===== src/rtl/imem_port_arbiter.sv =====
// Round-robin arbiter and access sequencer for the shared single-port
// instruction/data memory; serves IF and DM word requests with fixed latency.
module imem_port_arbiter #(
  parameter int unsigned LAT = 2,
  parameter int unsigned AW  = 32,
  parameter int unsigned DW  = 32
) (
  input  logic          clk,
  input  logic          rst,
  input  logic          if_req,
  input  logic [AW-1:0] if_addr,
  output logic          if_gnt,
  output logic          if_valid,
  output logic          if_err,
  output logic [DW-1:0] if_rdata,
  input  logic          dm_req,
  input  logic          dm_we,
  input  logic [AW-1:0] dm_addr,
  input  logic [DW-1:0] dm_wdata,
  output logic          dm_gnt,
  output logic          dm_valid,
  output logic          dm_err,
  output logic [DW-1:0] dm_rdata,
  output logic          mem_en,
  output logic          mem_we,
  output logic [AW-1:0] mem_addr,
  output logic [DW-1:0] mem_wdata,
  input  logic [DW-1:0] mem_rdata,
  output logic          busy
);

  localparam int unsigned CW = (LAT > 1) ? $clog2(LAT) : 1;

  typedef enum logic [1:0] {IDLE, ACCESS, RESP} state_t;

  state_t        state, state_d;
  logic [CW-1:0] cnt, cnt_d;
  logic          last, last_d;   // 1: DM owns/owned the port most recently
  logic          we_q, we_d;
  logic [AW-1:0] addr_d;
  logic [DW-1:0] wdata_d;
  logic          if_gnt_d, dm_gnt_d, if_valid_d, dm_valid_d, if_err_d, dm_err_d;
  logic          mem_en_d, mem_we_d, busy_d;
  logic [DW-1:0] if_rdata_d, dm_rdata_d;
  logic          pick;
  logic [AW-1:0] sel_addr;

  // Next-state, arbitration and registered-output computation
  always_comb begin
    state_d    = state;
    cnt_d      = cnt;
    last_d     = last;
    we_d       = we_q;
    addr_d     = mem_addr;
    wdata_d    = mem_wdata;
    if_gnt_d   = 1'b0;
    dm_gnt_d   = 1'b0;
    if_valid_d = 1'b0;
    dm_valid_d = 1'b0;
    if_err_d   = 1'b0;
    dm_err_d   = 1'b0;
    mem_en_d   = 1'b0;
    mem_we_d   = 1'b0;
    if_rdata_d = if_rdata;
    dm_rdata_d = dm_rdata;
    pick       = 1'b0;
    sel_addr   = if_addr;

    case (state)
      ACCESS: begin
        if (cnt == '0) begin
          state_d    = RESP;
          if_valid_d = ~last;
          dm_valid_d = last;
          if (!we_q) begin
            if (last) dm_rdata_d = mem_rdata;
            else      if_rdata_d = mem_rdata;
          end
        end else begin
          cnt_d    = cnt - CW'(1);
          mem_en_d = 1'b1;
          mem_we_d = we_q;
        end
      end
      default: begin
        // IDLE and RESP both arbitrate; a tie goes to whoever was not last
        state_d = IDLE;
        if (if_req || dm_req) begin
          pick     = dm_req & (~if_req | ~last);
          sel_addr = pick ? dm_addr : if_addr;
          last_d   = pick;
          addr_d   = sel_addr;
          we_d     = pick & dm_we;
          if (pick) wdata_d = dm_wdata;
          if_gnt_d = ~pick;
          dm_gnt_d = pick;
          if (sel_addr[1:0] != 2'b00) begin
            state_d    = RESP;
            if_valid_d = ~pick;
            dm_valid_d = pick;
            if_err_d   = ~pick;
            dm_err_d   = pick;
          end else begin
            state_d  = ACCESS;
            cnt_d    = CW'(LAT - 1);
            mem_en_d = 1'b1;
            mem_we_d = pick & dm_we;
          end
        end
      end
    endcase

    busy_d = (state_d != IDLE);
  end

  // State and output registers
  always_ff @(posedge clk or negedge rst) begin
    if (!rst) begin
      state     <= IDLE;
      cnt       <= '0;
      last      <= 1'b1;
      we_q      <= 1'b0;
      mem_addr  <= '0;
      mem_wdata <= '0;
      if_gnt    <= 1'b0;
      dm_gnt    <= 1'b0;
      if_valid  <= 1'b0;
      dm_valid  <= 1'b0;
      if_err    <= 1'b0;
      dm_err    <= 1'b0;
      mem_en    <= 1'b0;
      mem_we    <= 1'b0;
      busy      <= 1'b0;
      if_rdata  <= '0;
      dm_rdata  <= '0;
    end else begin
      state     <= state_d;
      cnt       <= cnt_d;
      last      <= last_d;
      we_q      <= we_d;
      mem_addr  <= addr_d;
      mem_wdata <= wdata_d;
      if_gnt    <= if_gnt_d;
      dm_gnt    <= dm_gnt_d;
      if_valid  <= if_valid_d;
      dm_valid  <= dm_valid_d;
      if_err    <= if_err_d;
      dm_err    <= dm_err_d;
      mem_en    <= mem_en_d;
      mem_we    <= mem_we_d;
      busy      <= busy_d;
      if_rdata  <= if_rdata_d;
      dm_rdata  <= dm_rdata_d;
    end
  end

endmodule


===== config.mk =====
export PLATFORM = sky130hd
export DESIGN_NAME = imem_port_arbiter
export DESIGN_NICKNAME = d
export VERILOG_FILES = /design/src/rtl/imem_port_arbiter.sv
export SDC_FILE = /design/constraint.sdc
export NUM_CORES = 1
export LEC_CHECK = 0
export CORE_MARGIN = 3
export CORE_UTILIZATION = 43
export CTS_BUF_LIST = sky130_fd_sc_hd__clkbuf_2
export CTS_CLUSTER_DIAMETER = 40
export CTS_CLUSTER_SIZE = 14
export DETAILED_ROUTE_END_ITERATION = 10
export GPL_TIMING_DRIVEN = 0
export PLACE_DENSITY = 0.8
export SYNTH_ARGS = -nofsm -noshare
export SYNTH_HDL_FRONTEND = slang
export SYNTH_SLANG_ARGS = --single-unit

===== constraint.sdc =====
create_clock -name clk -period 2.45 [get_ports clk]
set_input_delay 0.49 -clock clk [delete_from_list [all_inputs] [get_ports clk]]
set_output_delay 0.49 -clock clk [all_outputs]
set_load 0.01 [all_outputs]

==> results.txt <==
Clk_lat worst skew = 680 ps
Full die area = 14900 um^2
Final WL = 15300 um
N_diodes = 0
Placer Congestion = 0.796
Slowest CP cell = clkdlybuf4s50_1
Clock-pin slew on the worst setup and hold paths = 230 ps
Post-CTS setup buffer count = 0
Overflow after GRT = 0
Fill cell count = 879
Fin crit period = 2140 ps
Crit-path max cell delay = 540 ps
Post-detail-place hpwl = 11900 um
CTS tree = built
Synth cell types = 26
Worst Skew = 32.3 ps
Max clock buf depth = 2
Rel. slew slack = 0.604
Reg2reg start = last$_DFFE_PN1N_
Die H = 122 um
Switching Fraction = 0.298
Comb power frac = 0.416
Avg Cell Area, Syn = 16.4 um^2
Async SR Flop Fraction = 1.00
Crit path cell chain = clkdlybuf4s50_1
Final Max Tran Viols = 0
Placed cell count = 794
H-tree levels = 4
Initial antenna violation count = 0
Crit path DAT = 1650 ps
Port Buffer Count = 269
#FFs+latches synth = 142
Switch Pwr = 2.56 mW
Cell Pwr Density = 956 nW/um^2
Worst path required time = 1960 ps
Mapped Area = 5780 um^2
Peak supply drop = 401 uV
Vias in the first global route = 4509
Slew @ Worst Pin = 594 ps
Worst Setup Start Kind = register
Root Driver = clkbuf_2
CTS Buf Count = 17
DRC Markers = 0
Yosys warns = 0
Top FF cell, synth = dfrtp_1
Status = finished clean
Min-delay worst type = in2async
Fmax = 0.467 GHz
Post-CTS Resized = 0
Ratio of cells with drive above 1 in the final layout = 0.311
Syn Inst Count = 352
Routed Antenna Nets = 0
Clk pwr share = 0.165
Period utilisation layout = 0.874
GRT Total Usage = 0.213
CTS sink count = 142
Buf+Inv Stages, Crit Path = 1
Crit Path Class = reg2out
Reg-to-reg slack, setup = 560 ps
First-pass GRT wire length = 24100 um
RSZ-0062 raised after global routing = false
Int Power = 6.03 mW
Area Growth Syn to Fin = 55.5%
Wire length per cell = 18.5 um
I/O pins = 270
R2r endpoint = mem_wdata[22]$_DFFE_PN0P_
Crit path capture type = output port
Critical path's top delay family = buffers and inverters
Post-synthesis sequential area ratio = 0.615
Iter 0 DRT Violations = 190
Hold Fails Final Rpt = 0
Final worst slack = 309 ps
Setup TNS = 0 ps
Leakage = 3.87 nW
DRT Pass-1 Iters = 4
Final non-filler cell total = 827
EDFF count, synth = 0
Syn_nets = 485
Via-to-Cell Ratio = 4.88
Core area = 12900 um^2
Sequential share of power = 0.419
PnR Total Power = 8.59 mW
WHS = 261 ps
Critical path peak fanout = 2
Setup WS pre-CTS = -109 ps
# rows = 41
Max Cap Viol = 0
Width of the chip = 122 um
# setup viols final = 0
Initial Util = 0.449
Largest net degree at the start of global routing = 96
Via Count = 4035
FF-to-FF path depth = 5
Layout Nets = 775
-- through the flow --
stage,utilization,area [um^2]
2_1_floorplan,-,5780
3_3_place_gp,0.674,8680
3_5_place_dp,0.677,8710
4_1_cts,0.697,8980
5_1_grt,0.697,8980
6_report,0.697,8980
-- logic make-up after synthesis --
logic type / share of synthesized area
AOI/OAI and AO/OA: 0.0143
buffers and inverters: 0.0206
DFF: 0.615
muxes: 0.335
and+or+nand+nor: 0.0147
-- cells in the mapped netlist, types with 2 or more instances --
cell | count | share of area
a21o_1 | 2 | 0.0026
buf_2 | 11 | 0.0095
buf_6 | 3 | 0.0058
clkbuf_1 | 3 | 0.0019
dfrtp_1 | 141 | 0.61
inv_1 | 3 | 0.0019
mux2_1 | 6 | 0.012
mux2_2 | 124 | 0.24
mux2_4 | 30 | 0.078
mux2i_1 | 2 | 0.0035
nand2_1 | 5 | 0.0032
nor2_1 | 5 | 0.0032
o21ai_0 | 2 | 0.0017
o22ai_1 | 2 | 0.0022
o32ai_1 | 2 | 0.0030
-- what timing repair did --
action | CTS | global route
endpoints found under the hold margin | 47 | 0
setup endpoints to repair | 0 | 0
hold buffers | 1 | 0
-- flip-flops by register name, indices dropped and copies added, names as in the netlist, 2 cells and up --
signal and flops:
if_rdata 32, mem_wdata 32, state 2, dm_rdata 32, mem_addr 32
-- routing by layer --
metal / track usage / vias up / part of all wire
met3: 0.111 / 22 / 0.13
met2: 0.357 / 202 / 0.48
met1: 0.235 / 1971 / 0.37
li1: - / 1840 / -
met5: 0 / - / 0
met4: 0.0679 / 0 / 0.016
-- cell type report --
class,count,area (um^2),share of cell area
buffer,18,104,0.0116
clock buffer,17,85.1,0.00948
clock inverter,15,171,0.0191
inverter,4,15.0,0.00167
multi-input combinational,188,2100,0.234
sequential,142,3550,0.396
tap,172,215,0.0240
timing repair buffer,271,2730,0.304
-- worst max-delay path by stage --
stage / to / cells after the start / slack [ps] / startpoint
after floorplan: mem_addr[23]$_DFFE_PN0N_ / 4 / 710 / dm_req
after global placement: mem_addr[13]$_DFFE_PN0N_ / 1 / -4570 / rst
after detailed placement: mem_wdata[24]$_DFFE_PN0P_ / 6 / -110 / dm_req
after CTS: mem_addr[17] / 1 / 150 / mem_addr[17]$_DFFE_PN0N_
after global routing: dm_err / 1 / 120 / dm_err$_DFF_PN0_
final: dm_rdata[27] / 1 / 310 / dm_rdata[27]$_DFFE_PN0P_
-- power by group through the flow --
stage / clock network, mW / registers, mW / logic, mW
after floorplan: 0 / 3.97 / 1.09
after global placement: 0 / 3.60 / 3.54
after detailed placement: 0 / 3.66 / 3.60
after CTS: 1.48 / 3.61 / 3.62
after global routing: 1.57 / 3.70 / 3.80
final: 1.42 / 3.60 / 3.57
-- cell usage in the layout (no fill, tap or decap), types with 4 or more instances in the layout --
master           Yosys  layout
dfrtp_1            141     141
buf_2               11      11
mux2_4              30      30
mux2_1               6       6
clkinvlp_4           0       7
clkbuf_2             0      17
nand2_1              5       5
buf_6                3       4
mux2_2             124     124
nor2_1               5       5
clkdlybuf4s50_1      0     268
(Power assumes the default switching activity.)
